File: src/rtl/wavegen_pkg.sv
// Shared types for the wavegen waveform generator.
package wavegen_pkg;

    typedef enum logic [1:0] {
        SAW_UP   = 2'd0,
        SAW_DN   = 2'd1,
        TRIANGLE = 2'd2,
        SQUARE   = 2'd3
    } mode_t;

endpackage

File: src/rtl/wavegen_shaper.sv
// Combinational phase-to-sample shaper: sawtooth up/down, triangle, variable-duty square.
module wavegen_shaper
    import wavegen_pkg::*;
#(
    parameter int unsigned WIDTH     = 8,
    parameter int unsigned ACC_WIDTH = 16
) (
    input  logic [ACC_WIDTH-1:0] acc,
    input  mode_t                mode,
    input  logic [WIDTH-1:0]     duty,
    output logic [WIDTH-1:0]     sample
);

    logic [WIDTH-1:0] p;
    logic [WIDTH-1:0] t;

    assign p = acc[ACC_WIDTH-1 -: WIDTH];
    // Triangle runs at twice the slope, folding on the accumulator MSB.
    assign t = acc[ACC_WIDTH-2 -: WIDTH];

    always_comb begin
        sample = '0;
        case (mode)
            SAW_UP:   sample = p;
            SAW_DN:   sample = ~p;
            TRIANGLE: sample = acc[ACC_WIDTH-1] ? ~t : t;
            SQUARE:   sample = (p < duty) ? '1 : '0;
            default:  sample = '0;
        endcase
    end

    generate
        if (ACC_WIDTH > WIDTH + 1) begin : g_low_bits
            logic unused_low;
            assign unused_low = ^acc[ACC_WIDTH-WIDTH-2:0];
        end
    endgenerate

endmodule

File: src/rtl/wavegen.sv
// Phase-accumulator waveform generator with shadowed config applied at period boundaries.
module wavegen
    import wavegen_pkg::*;
#(
    parameter int unsigned WIDTH     = 8,
    parameter int unsigned ACC_WIDTH = 16
) (
    input  logic                 clk,
    input  logic                 rst_n,
    input  logic                 en,
    input  logic                 sync,
    input  logic [1:0]           mode,
    input  logic [ACC_WIDTH-1:0] step,
    input  logic [WIDTH-1:0]     duty,
    output logic [WIDTH-1:0]     waveform,
    output logic                 wrap
);

    logic [ACC_WIDTH-1:0] acc;
    logic [ACC_WIDTH-1:0] acc_next;
    logic [ACC_WIDTH-1:0] step_a;
    logic [ACC_WIDTH:0]   sum;
    logic                 carry_r;
    logic                 carry_next;
    logic                 cfg_load;
    mode_t                mode_a;
    logic [WIDTH-1:0]     duty_a;
    logic [WIDTH-1:0]     sample;

    always_comb begin
        sum        = {1'b0, acc} + {1'b0, step_a};
        acc_next   = acc;
        carry_next = 1'b0;
        if (sync) begin
            acc_next   = '0;
            carry_next = 1'b1;
        end else if (en) begin
            acc_next   = sum[ACC_WIDTH-1:0];
            carry_next = sum[ACC_WIDTH];
        end
        // Inputs only take effect while idle or at a period boundary.
        cfg_load = sync | ~en | carry_next;
    end

    always_ff @(posedge clk or negedge rst_n) begin
        if (!rst_n) begin
            acc     <= '0;
            carry_r <= 1'b0;
            mode_a  <= SAW_UP;
            step_a  <= '0;
            duty_a  <= '0;
        end else begin
            acc     <= acc_next;
            carry_r <= carry_next;
            if (cfg_load) begin
                mode_a <= mode_t'(mode);
                step_a <= step;
                duty_a <= duty;
            end
        end
    end

    wavegen_shaper #(
        .WIDTH     (WIDTH),
        .ACC_WIDTH (ACC_WIDTH)
    ) u_shaper (
        .acc    (acc),
        .mode   (mode_a),
        .duty   (duty_a),
        .sample (sample)
    );

    always_ff @(posedge clk or negedge rst_n) begin
        if (!rst_n) begin
            waveform <= '0;
            wrap     <= 1'b0;
        end else begin
            waveform <= sample;
            wrap     <= carry_r;
        end
    end

endmodule

File: config.mk
export PLATFORM = sky130hd
export DESIGN_NAME = wavegen
export DESIGN_NICKNAME = d
export VERILOG_FILES = /design/src/rtl/wavegen_pkg.sv /design/src/rtl/wavegen_shaper.sv /design/src/rtl/wavegen.sv
export SDC_FILE = /design/constraint.sdc
export NUM_CORES = 1
export LEC_CHECK = 0
export BUFFER_PORTS_ARGS = -buffer_cell sky130_fd_sc_hd__clkbuf_2
export CAP_MARGIN = 20
export CORE_UTILIZATION = 60
export DETAILED_ROUTE_END_ITERATION = 12
export GPL_TIMING_DRIVEN = 1
export MAX_ROUTING_LAYER = met4
export PLACE_DENSITY = 0.87
export SLEW_MARGIN = 20
export SYNTH_ARGS = -nofsm -noshare
export SYNTH_HDL_FRONTEND = slang
export SYNTH_HIERARCHICAL = 1
export SYNTH_SLANG_ARGS = --single-unit
File: constraint.sdc
create_clock -name clk -period 3.3 [get_ports clk]
set_clock_uncertainty 0.2 [all_clocks]
set_input_delay 0.33 -clock clk [delete_from_list [all_inputs] [get_ports clk]]
set_output_delay 0.33 -clock clk [all_outputs]
set_load 0.03 [all_outputs]
==> results of run 1 <==
[kinds of logic after synthesis]
kind of cell	Yosys count
flip-flops	52
multiplexers	4
adder cells (fa/ha/maj)	24
AO/OA/AOI/OAI	132
XOR/XNOR	14
buffers and inverters	47
AND/OR/NAND/NOR	159
[state kept, by name, summed over array words and instances (netlist names)]
signal,count
wrap,1
mode_a,2
step_a,16
waveform,8
duty_a,8
carry_r,1
acc,16
[Yosys cell counts (10+ instances only)]
cell type	instances	area [um^2]
nand2_1	30	112.6
o211ai_1	28	210.2
dfrtp_1	52	1301
o21ai_0	18	90.09
nand3_1	30	150.1
nand4_1	30	187.7
nor2b_1	27	168.9
nor2_1	22	82.58
a21oi_1	24	120.1
a31oi_1	26	162.7
buf_2	10	50.05
clkbuf_1	18	67.56
inv_1	11	41.29
ha_1	23	287.8
[stage by stage]
stage	utilization, %	area, um^2	instances	setup slack (ns)
final	67.92	4069	524	0.3245
after floorplan	-	3756	432	0.8643
after global routing	67.92	4069	524	0.2178
after CTS	67.92	4069	524	0.3948
after global placement	65.81	3943	516	0.5327
after detailed placement	65.81	3943	516	0.4186
[per-layer routing]
metal	wire, um	vias to the layer above	GRT usage, %	part of all wire (%)
li1	-	1653	-	-
met1	4083	1711	42.65	44
met2	4439	159	47.14	48
met3	619	24	4.494	6.6
met4	177	0	10.71	1.9
met5	0	-	-	0
[area by class of cell]
cell class                 instances  area share [%]
clock buffer                       7           2.368
clock inverter                     1          0.7380
inverter                          11           1.015
multi-input combinational        333           55.32
sequential                        52           31.98
tap                               75           2.306
timing repair buffer              45           6.273
[worst min-delay path by stage]
stage | slack [ns] | from | endpoint | cells past startpoint
5_1_grt | 0.03 | rst_n | acc[12] | 1
6_report | -0.04 | rst_n | acc[8] | 1
2_1_floorplan | -0.17 | rst_n | acc[0] | 0
4_1_cts | 0.04 | rst_n | acc[8] | 1
3_3_place_gp | 0.18 | carry_r | wrap | 0
3_5_place_dp | 0.19 | carry_r | wrap | 0
[critical path, delay by kind of cell, from the launching register on]
kind                     cells  cell delay, ns
AO/OA/AOI/OAI                4            1.45
AND/OR/NAND/NOR              1            0.14
flip-flops                   1            0.42
adder cells (fa/ha/maj)      2            0.64
[where the power goes]
part	internal [W]	leakage, nW	switching [W]	total (W)
registers	0.000899	0.633	0.000332	0.00123
clock network	0.000268	0.0645	0.000219	0.000487
logic	0.000882	1.10	0.00157	0.00245
total	0.00205	1.80	0.00212	0.00417
==> metrics.yaml, run 1 <==
outcome:
  status: "complete, but fails checks"
  violations: "negative hold slack"
critical_path:
  cp.required_ns: 3.28
  critPathLaunchType: "flop"
  timing.rr.end: "step_a[7]"
  r2r_slack_ns: 0.32
  path_cells: "ha_1 -> fa_1 -> a21oi_1 -> o211ai_2 -> a41o_1 -> o211ai_1 -> nand3_1"
  crit_end: "step_a[7]"
  worstSetupPathType: "reg2reg"
  rr_worst_depth: 7
  r2r-start: "step_a[0]"
  critPathSlowestCell: "a41o_1"
  cp_max_fo: 27
  slowest_delay_ns: 0.61
  setup.worst_path.end_class: "flop"
  crit_start: "step_a[0]"
  cp.arrival_ns: 2.96
clocking:
  htree_levels: 2
  cts_setup_buffers: 0
  cts_root_buffer: "clkbuf_8"
  worstSkewPairLatency_ns: 0.31
  ctsResizeCount: 0
  clk_path_buf_depth: 2
  cts_tree: "done"
  postCtsHoldBufs: 0
  cts.clk_slew.worst_paths_ns: 0.10
  cts.sinks: 52
  cts_buffers: 5
routing:
  wl_um: 9320
  firstDrtPassIters: 6
  num_vias: 3547
  detail_route.wl_per_cell_um: 17.79
  vias_per_cell: 6.769
  drcViolationCount: 0
  drtIter0Drc: 338
  ant_nets: 0
sta:
  timing.hold.ws_ns: -0.04033
  hold_violations: 41
  worst_pin_slew_ns: 1.008
  slew_violations: 0
  clock.fmax_mhz: 336.1
  setup_viol_count_final: 0
  rsz0062_at_grt: "false"
  fin_crit_sh_pct: 90.17
  fin_setup_tns_ns: 0
  finalCriticalPeriod_ns: 2.976
  slew_headroom_pct: 32.81
pwr:
  total_power_w: 0.004169
  p_per_area_nw_per_um2: 1025
  ir_drop_mv: 0.5015
  leakagePower_nw: 1.797
yosys:
  synth_compound_area_share_pct: 24.65
  synth-seq-area-share_pct: 34.64
  synth-edff-count: 0
  synth_xor_area_share_pct: 3.264
  yosys_warnings: 6
  synth_fp_nets: 486
  ys_ff_latch: 52
  synth_area_per_cell_um2: 8.695
  synthSimpleGateAreaFrac_pct: 22.52
  yosysUniqueCellTypes: 57
  synthAdderAreaFrac_pct: 8.195
  synth_ff_type: "dfrtp_1"
  synth_cells: 432
  synthArstFlopShare_pct: 100.0
  synth.area.mux_share_pct: 1.066
  netlist_area_um2: 3756
  synth_top_family_by_area: "compound AO/OA/AOI/OAI gates"
layout:
  regArea_um2: 1301
  fin_nets: 502
  fillers: 473
  multi_input_comb_area_um2: 2251
  syn2layout_area_growth_pct: 8.328
  drive_gt1_share_pct: 14.70
  layout_commonest_cell: "dfrtp_1"
  mostFrequentLayoutCells: "dfrtp_1, clkbuf_2, nand2_1, nand4_1, nand3_1"
  n_antenna_cell: 0
place:
  io_buffers: 38
  dp_hpwl_um: 6313
  gp_congestion: 0.8753
grt:
  grt_pass1_wl_um: 15350
  overflow: 0
  grt_max_degree: 49
  grt_pass1_vias: 3201
  antenna_found_initial: 0
  grt_util_all_layers_pct: 31.15
die:
  start_util_pct: 62.70
  die_y_um: 81.12
  core_area_um2: 5991
  die_area_um2: 6580
  pin_count: 39
  fp.dieW_um: 81.12
  num_rows: 28
min_path:
  hp-class: "in2async"
run:
  max_cap_violations: 0
(Power assumes the default switching activity.)
==> run 2: changes to the inputs <==
--- a/config.mk
+++ b/config.mk
@@ -7,7 +7,9 @@
 export LEC_CHECK = 0
 export BUFFER_PORTS_ARGS = -buffer_cell sky130_fd_sc_hd__clkbuf_2
 export CAP_MARGIN = 20
+export CORE_ASPECT_RATIO = 1.5
 export CORE_UTILIZATION = 60
+export CTS_BUF_LIST = sky130_fd_sc_hd__clkbuf_8 sky130_fd_sc_hd__clkbuf_16
 export DETAILED_ROUTE_END_ITERATION = 12
 export GPL_TIMING_DRIVEN = 1
 export MAX_ROUTING_LAYER = met4
==> run 2 against run 1 <==
Net effect:
- the flow still finishes with violations (negative hold slack)
- cell count is 0.38% lower
- sequential cell count stayed put
- design area is 1.1% lower
- global-route usage is 1.4 points lower
- fmax is 5.3% higher
- count of clock-buffer cells in the layout is 1 lower
- via count is 0.11% lower
- critical path type unchanged
- highest routed layer unchanged
==> metrics.yaml, run 2 (synthesis gave the netlist of run 1 again) <==
clocking:
  ctsResizeCount: 0
  cts.clk_slew.worst_paths_ns: 0.09
  postCtsHoldBufs: 0
  cts_buffers: 5
  cts.sinks: 52
  cts_setup_buffers: 0
  cts_tree: "done"
  clk_path_buf_depth: 2
  htree_levels: 2
  cts_root_buffer: "clkbuf_8"
  worstSkewPairLatency_ns: 0.31
critical_path:
  cp.depth: 7
  cp.required_ns: 3.29
  r2r-start: "step_a[0]"
  rr_worst_depth: 7
  r2r_slack_ns: 0.48
  worst-path-buf-inv: 0
  slowest_delay_ns: 0.60
  critPathSlowestCell: "a41o_1"
  critPathLaunchType: "flop"
  timing.rr.end: "step_a[7]"
  path_cells: "ha_1 -> fa_1 -> a21oi_1 -> o211ai_2 -> a41o_1 -> o211ai_1 -> nand3_1"
  cp.arrival_ns: 2.81
  cp_max_fo: 27
  setup.worst_path.end_class: "flop"
  worstSetupPathType: "reg2reg"
  cpLargestDelayFamily: "compound AO/OA/AOI/OAI gates"
routing:
  firstDrtPassIters: 6
  vias_per_cell: 6.787
  wl_um: 9119
  num_vias: 3543
  ant_nets: 0
  drcViolationCount: 0
  detail_route.wl_per_cell_um: 17.47
  drtIter0Drc: 204
grt:
  grt_use_met1_pct: 36.32
  grt_max_degree: 79
  grt_pass1_vias: 3186
  antenna_found_initial: 0
  grt_util_all_layers_pct: 29.73
  use_met3_pct: 4.282
  overflow: 0
  busiest_layer: "met2"
  met2_usage_pct: 48.72
  grt_pass1_wl_um: 14820
die:
  fp.dieW_um: 66.60
  start_util_pct: 63.52
  num_rows: 34
  die_y_um: 98.91
  die_area_um2: 6587
  core_area_um2: 5913
  pin_count: 39
sta:
  fin_setup_tns_ns: 0
  slew_headroom_pct: 34.87
  slew_violations: 0
  fin_crit_sh_pct: 85.60
  worst_pin_slew_ns: 0.9770
  rsz0062_at_grt: "false"
  setup_viol_count_final: 0
  finalCriticalPeriod_ns: 2.825
  clock.fmax_mhz: 354.0
  timing.hold.ws_ns: -0.06609
  hold_violations: 38
layout:
  largestRegisters: "acc x16, step_a x16"
  utilization_pct: 68.05
  syn2layout_area_growth_pct: 7.129
  fillers: 486
  fin_nets: 503
  n_antenna_cell: 0
  drive_gt1_share_pct: 14.44
  mostFrequentLayoutCells: "dfrtp_1, clkbuf_2, nand2_1, nand4_1, nand3_1"
  layout_commonest_cell: "dfrtp_1"
  final_cells: 522
place:
  dp_cells: 514
  dp_hpwl_um: 6233
  io_buffers: 38
  gp_congestion: 0.9052
pwr:
  leakagePower_nw: 1.788
  ir_drop_mv: 0.4723
  p_per_area_nw_per_um2: 1001
outcome:
  status: "complete, but fails checks"
  violations: "negative hold slack"
min_path:
  hp-class: "in2async"
run:
  max_cap_violations: 0
run 2: cell types whose count changed in the layout (fill, tap and decap cells not counted), sizes merged:
cell    previous run  this run
buf                8         9
bufinv             1         0
clkbuf            44        43
inv               11        13
run 2: how the worst max path moves through the flow:
| stage | to | startpoint | slack (ns) |
|---|---|---|---|
| after CTS | step_a[13] | step_a[0] | 0.48 |
| after global routing | step_a[7] | step_a[0] | 0.24 |
| after detailed placement | step_a[13] | step_a[0] | 0.50 |
| after global placement | mode_a[1] | step_a[0] | 0.55 |
| after floorplan | duty_a[4] | step_a[0] | 0.86 |
| final | step_a[7] | step_a[0] | 0.48 |
run 2: where the power goes:
part | internal [W] | switching, W
Sequential | 0.000899 | 0.000326
Combinational | 0.000880 | 0.00154
Clock | 0.000166 | 0.000212
run 2: cell type report:
cell class	instances	area (um^2)	area share, %
Inverter	11	41.29	1.026
Clock inverter	2	7.507	0.1866
Tap cell	72	90.09	2.239
Multi-Input combinational cell	333	2251	55.94
Sequential cell	52	1301	32.34
Clock buffer	6	82.58	2.052
Timing Repair Buffer	46	250.2	6.219
run 2: routing by layer:
metal / vias to the layer above / part of all wire (%)
met4: 0 / 2.6
met2: 150 / 51
met1: 1714 / 40
met5: - / 0
met3: 22 / 5.8
li1: 1657 / -
run 2: metrics by stage:
stage,hold slack [ns],total power [W],setup slack (ns),area [um^2]
2_1_floorplan,-0.1656,0.003072,0.8643,3756
3_3_place_gp,0.1712,0.003501,0.5547,3934
3_5_place_dp,0.1783,0.003593,0.4957,3934
4_1_cts,0.01073,0.003986,0.4827,4024
5_1_grt,0.001042,0.004325,0.2382,4024
6_report,-0.06609,0.004026,0.4753,4024
==> run 3: changes to the inputs <==
--- a/config.mk
+++ b/config.mk
@@ -8,6 +8,7 @@
 export BUFFER_PORTS_ARGS = -buffer_cell sky130_fd_sc_hd__clkbuf_2
 export CAP_MARGIN = 20
 export CORE_ASPECT_RATIO = 1.5
+export CORE_MARGIN = 2
 export CORE_UTILIZATION = 60
 export CTS_BUF_LIST = sky130_fd_sc_hd__clkbuf_8 sky130_fd_sc_hd__clkbuf_16
 export DETAILED_ROUTE_END_ITERATION = 12
==> constraint.sdc (replaced) <==
create_clock -name clk -period 3.3 [get_ports clk]
set_clock_uncertainty 0.2 [all_clocks]
set_input_delay 0.165 -clock clk [delete_from_list [all_inputs] [get_ports clk]]
set_output_delay 0.165 -clock clk [all_outputs]
set_load 0.03 [all_outputs]
==> run 3 against run 2 <==
Net effect:
- the run now ends clean
- fmax decreased by 3.4%
- wire length increased by 14%
- utilization increased by 2.8 points
- cell count increased by 5.7%
- count of clock-buffer cells in the layout decreased by 1
- clock power decreased by 4%
- non-clock buffer count increased by 28
- total power increased by 2.4%
- sequential power about the same
- critical path type unchanged
==> metrics.yaml, run 3 (synthesis gave the netlist of run 1 again) <==
layout:
  syn2layout_area_growth_pct: 14.79
  mostFrequentLayoutCells: "dfrtp_1, clkbuf_2, nand2_1, nand4_1, nand3_1"
  utilization_pct: 70.83
  largestRegisters: "acc x16, step_a x16"
  drive_gt1_share_pct: 13.81
  n_antenna_cell: 0
  final_cells: 552
  fin_nets: 531
  layout_commonest_cell: "dfrtp_1"
routing:
  vias_per_cell: 6.748
  drcViolationCount: 0
  wl_um: 10410
  detail_route.wl_per_cell_um: 18.85
  drtIter0Drc: 320
  ant_nets: 0
  firstDrtPassIters: 5
  num_vias: 3725
sta:
  slew_violations: 0
  rsz0062_at_grt: "false"
  finalCriticalPeriod_ns: 2.925
  fin_crit_sh_pct: 88.64
  fin_setup_tns_ns: 0
  hold_violations: 0
  slew_headroom_pct: 32.57
  worst_pin_slew_ns: 1.012
  clock.fmax_mhz: 341.9
  setup_viol_count_final: 0
clocking:
  worstSkewPairLatency_ns: 0.32
  cts.clk_slew.worst_paths_ns: 0.10
  clk_path_buf_depth: 2
  cts_buffers: 5
  cts_tree: "done"
  cts.sinks: 52
  cts_root_buffer: "clkbuf_8"
  htree_levels: 2
die:
  die_y_um: 100.9
  core_area_um2: 6087
  start_util_pct: 61.71
  die_area_um2: 6922
  pin_count: 39
  num_rows: 35
  fp.dieW_um: 68.60
run:
  max_cap_violations: 0
pwr:
  ir_drop_mv: 0.4719
  leakagePower_nw: 1.906
  p_per_area_nw_per_um2: 956.1
min_path:
  min_from: "sync"
  hp-class: "in2reg"
grt:
  grt_pass1_vias: 3575
  grt_pass1_wl_um: 17030
  grt_util_all_layers_pct: 32.91
  antenna_found_initial: 0
  grt_max_degree: 47
  overflow: 0
place:
  io_buffers: 38
  dp_cells: 517
  gp_congestion: 0.8550
  dp_hpwl_um: 6690
critical_path:
  cp.arrival_ns: 2.93
  r2r-start: "acc[0]"
  slowest_delay_ns: 0.61
  critPathSlowestCell: "a41o_1"
  worstSetupPathType: "reg2reg"
  crit_start: "acc[0]"
  cp.required_ns: 3.30
  setup.worst_path.end_class: "flop"
  cp_max_fo: 27
  path_cells: "ha_1 -> fa_1 -> a21oi_1 -> o211ai_2 -> a41o_1 -> o211ai_1 -> nand3_1"
  critPathLaunchType: "flop"
  r2r_slack_ns: 0.37
outcome:
  status: "finished clean"
[run 3: final cells by class]
cell class	count	area, um^2
flip-flops and latches	52	1301
repair buffers	74	540.5
inverters	11	41.29
fillers	450	1775
well taps	74	92.59
multi-input cells	333	2251
clock buffers	5	68.82
clock inverters	3	16.27
[run 3: worst paths after layout]
check / endpoint / cells past startpoint
max in group asynchronous: acc[6] / 3
min in group asynchronous: acc[3] / 2
max: step_a[14] / 7
max reg2reg: step_a[14] / 7
min reg2reg: wrap / 0
min: acc[8] / 2
[run 3: report_power, final]
group | internal [W] | leakage, nW | switching (W)
Sequential | 0.000899 | 0.633 | 0.000308
Clock | 0.000146 | 0.0507 | 0.000218
Combinational | 0.000923 | 1.22 | 0.00163
Total | 0.00197 | 1.91 | 0.00215
[run 3: layer usage]
layer	global-route usage (%)	part of all wire, %	vias up
met4	15.54	2.9	0
met2	51.41	52	189
li1	-	-	1712
met1	41.62	39	1791
met5	-	0	-
met3	4.134	5.4	33
[run 3: worst max-delay path, delay by kind of cell (launching register included)]
family | cells | cell delay, ns
flip-flops | 1 | 0.40
AO/OA/AOI/OAI | 4 | 1.44
adder cells (fa/ha/maj) | 2 | 0.66
AND/OR/NAND/NOR | 1 | 0.11
[run 3: through the flow]
stage | hold slack, ns | worst slack, ns | power, W | area (um^2)
3_3_place_gp | 0.005035 | 0.5547 | 0.003538 | 3956
5_1_grt | 0.1164 | 0.1809 | 0.004420 | 4312
2_1_floorplan | -0.3306 | 0.8643 | 0.003072 | 3756
3_5_place_dp | 0.01284 | 0.4733 | 0.003650 | 3956
4_1_cts | 0.08190 | 0.4231 | 0.004053 | 4312
6_report | 0.1182 | 0.3748 | 0.004123 | 4312
[run 3: what timing repair did]
item                      in CTS  in global routing
hold endpoints to repair      47                  0
setup buffers                  0                  0
hold buffers                  27                  0
resized for setup              0                  0
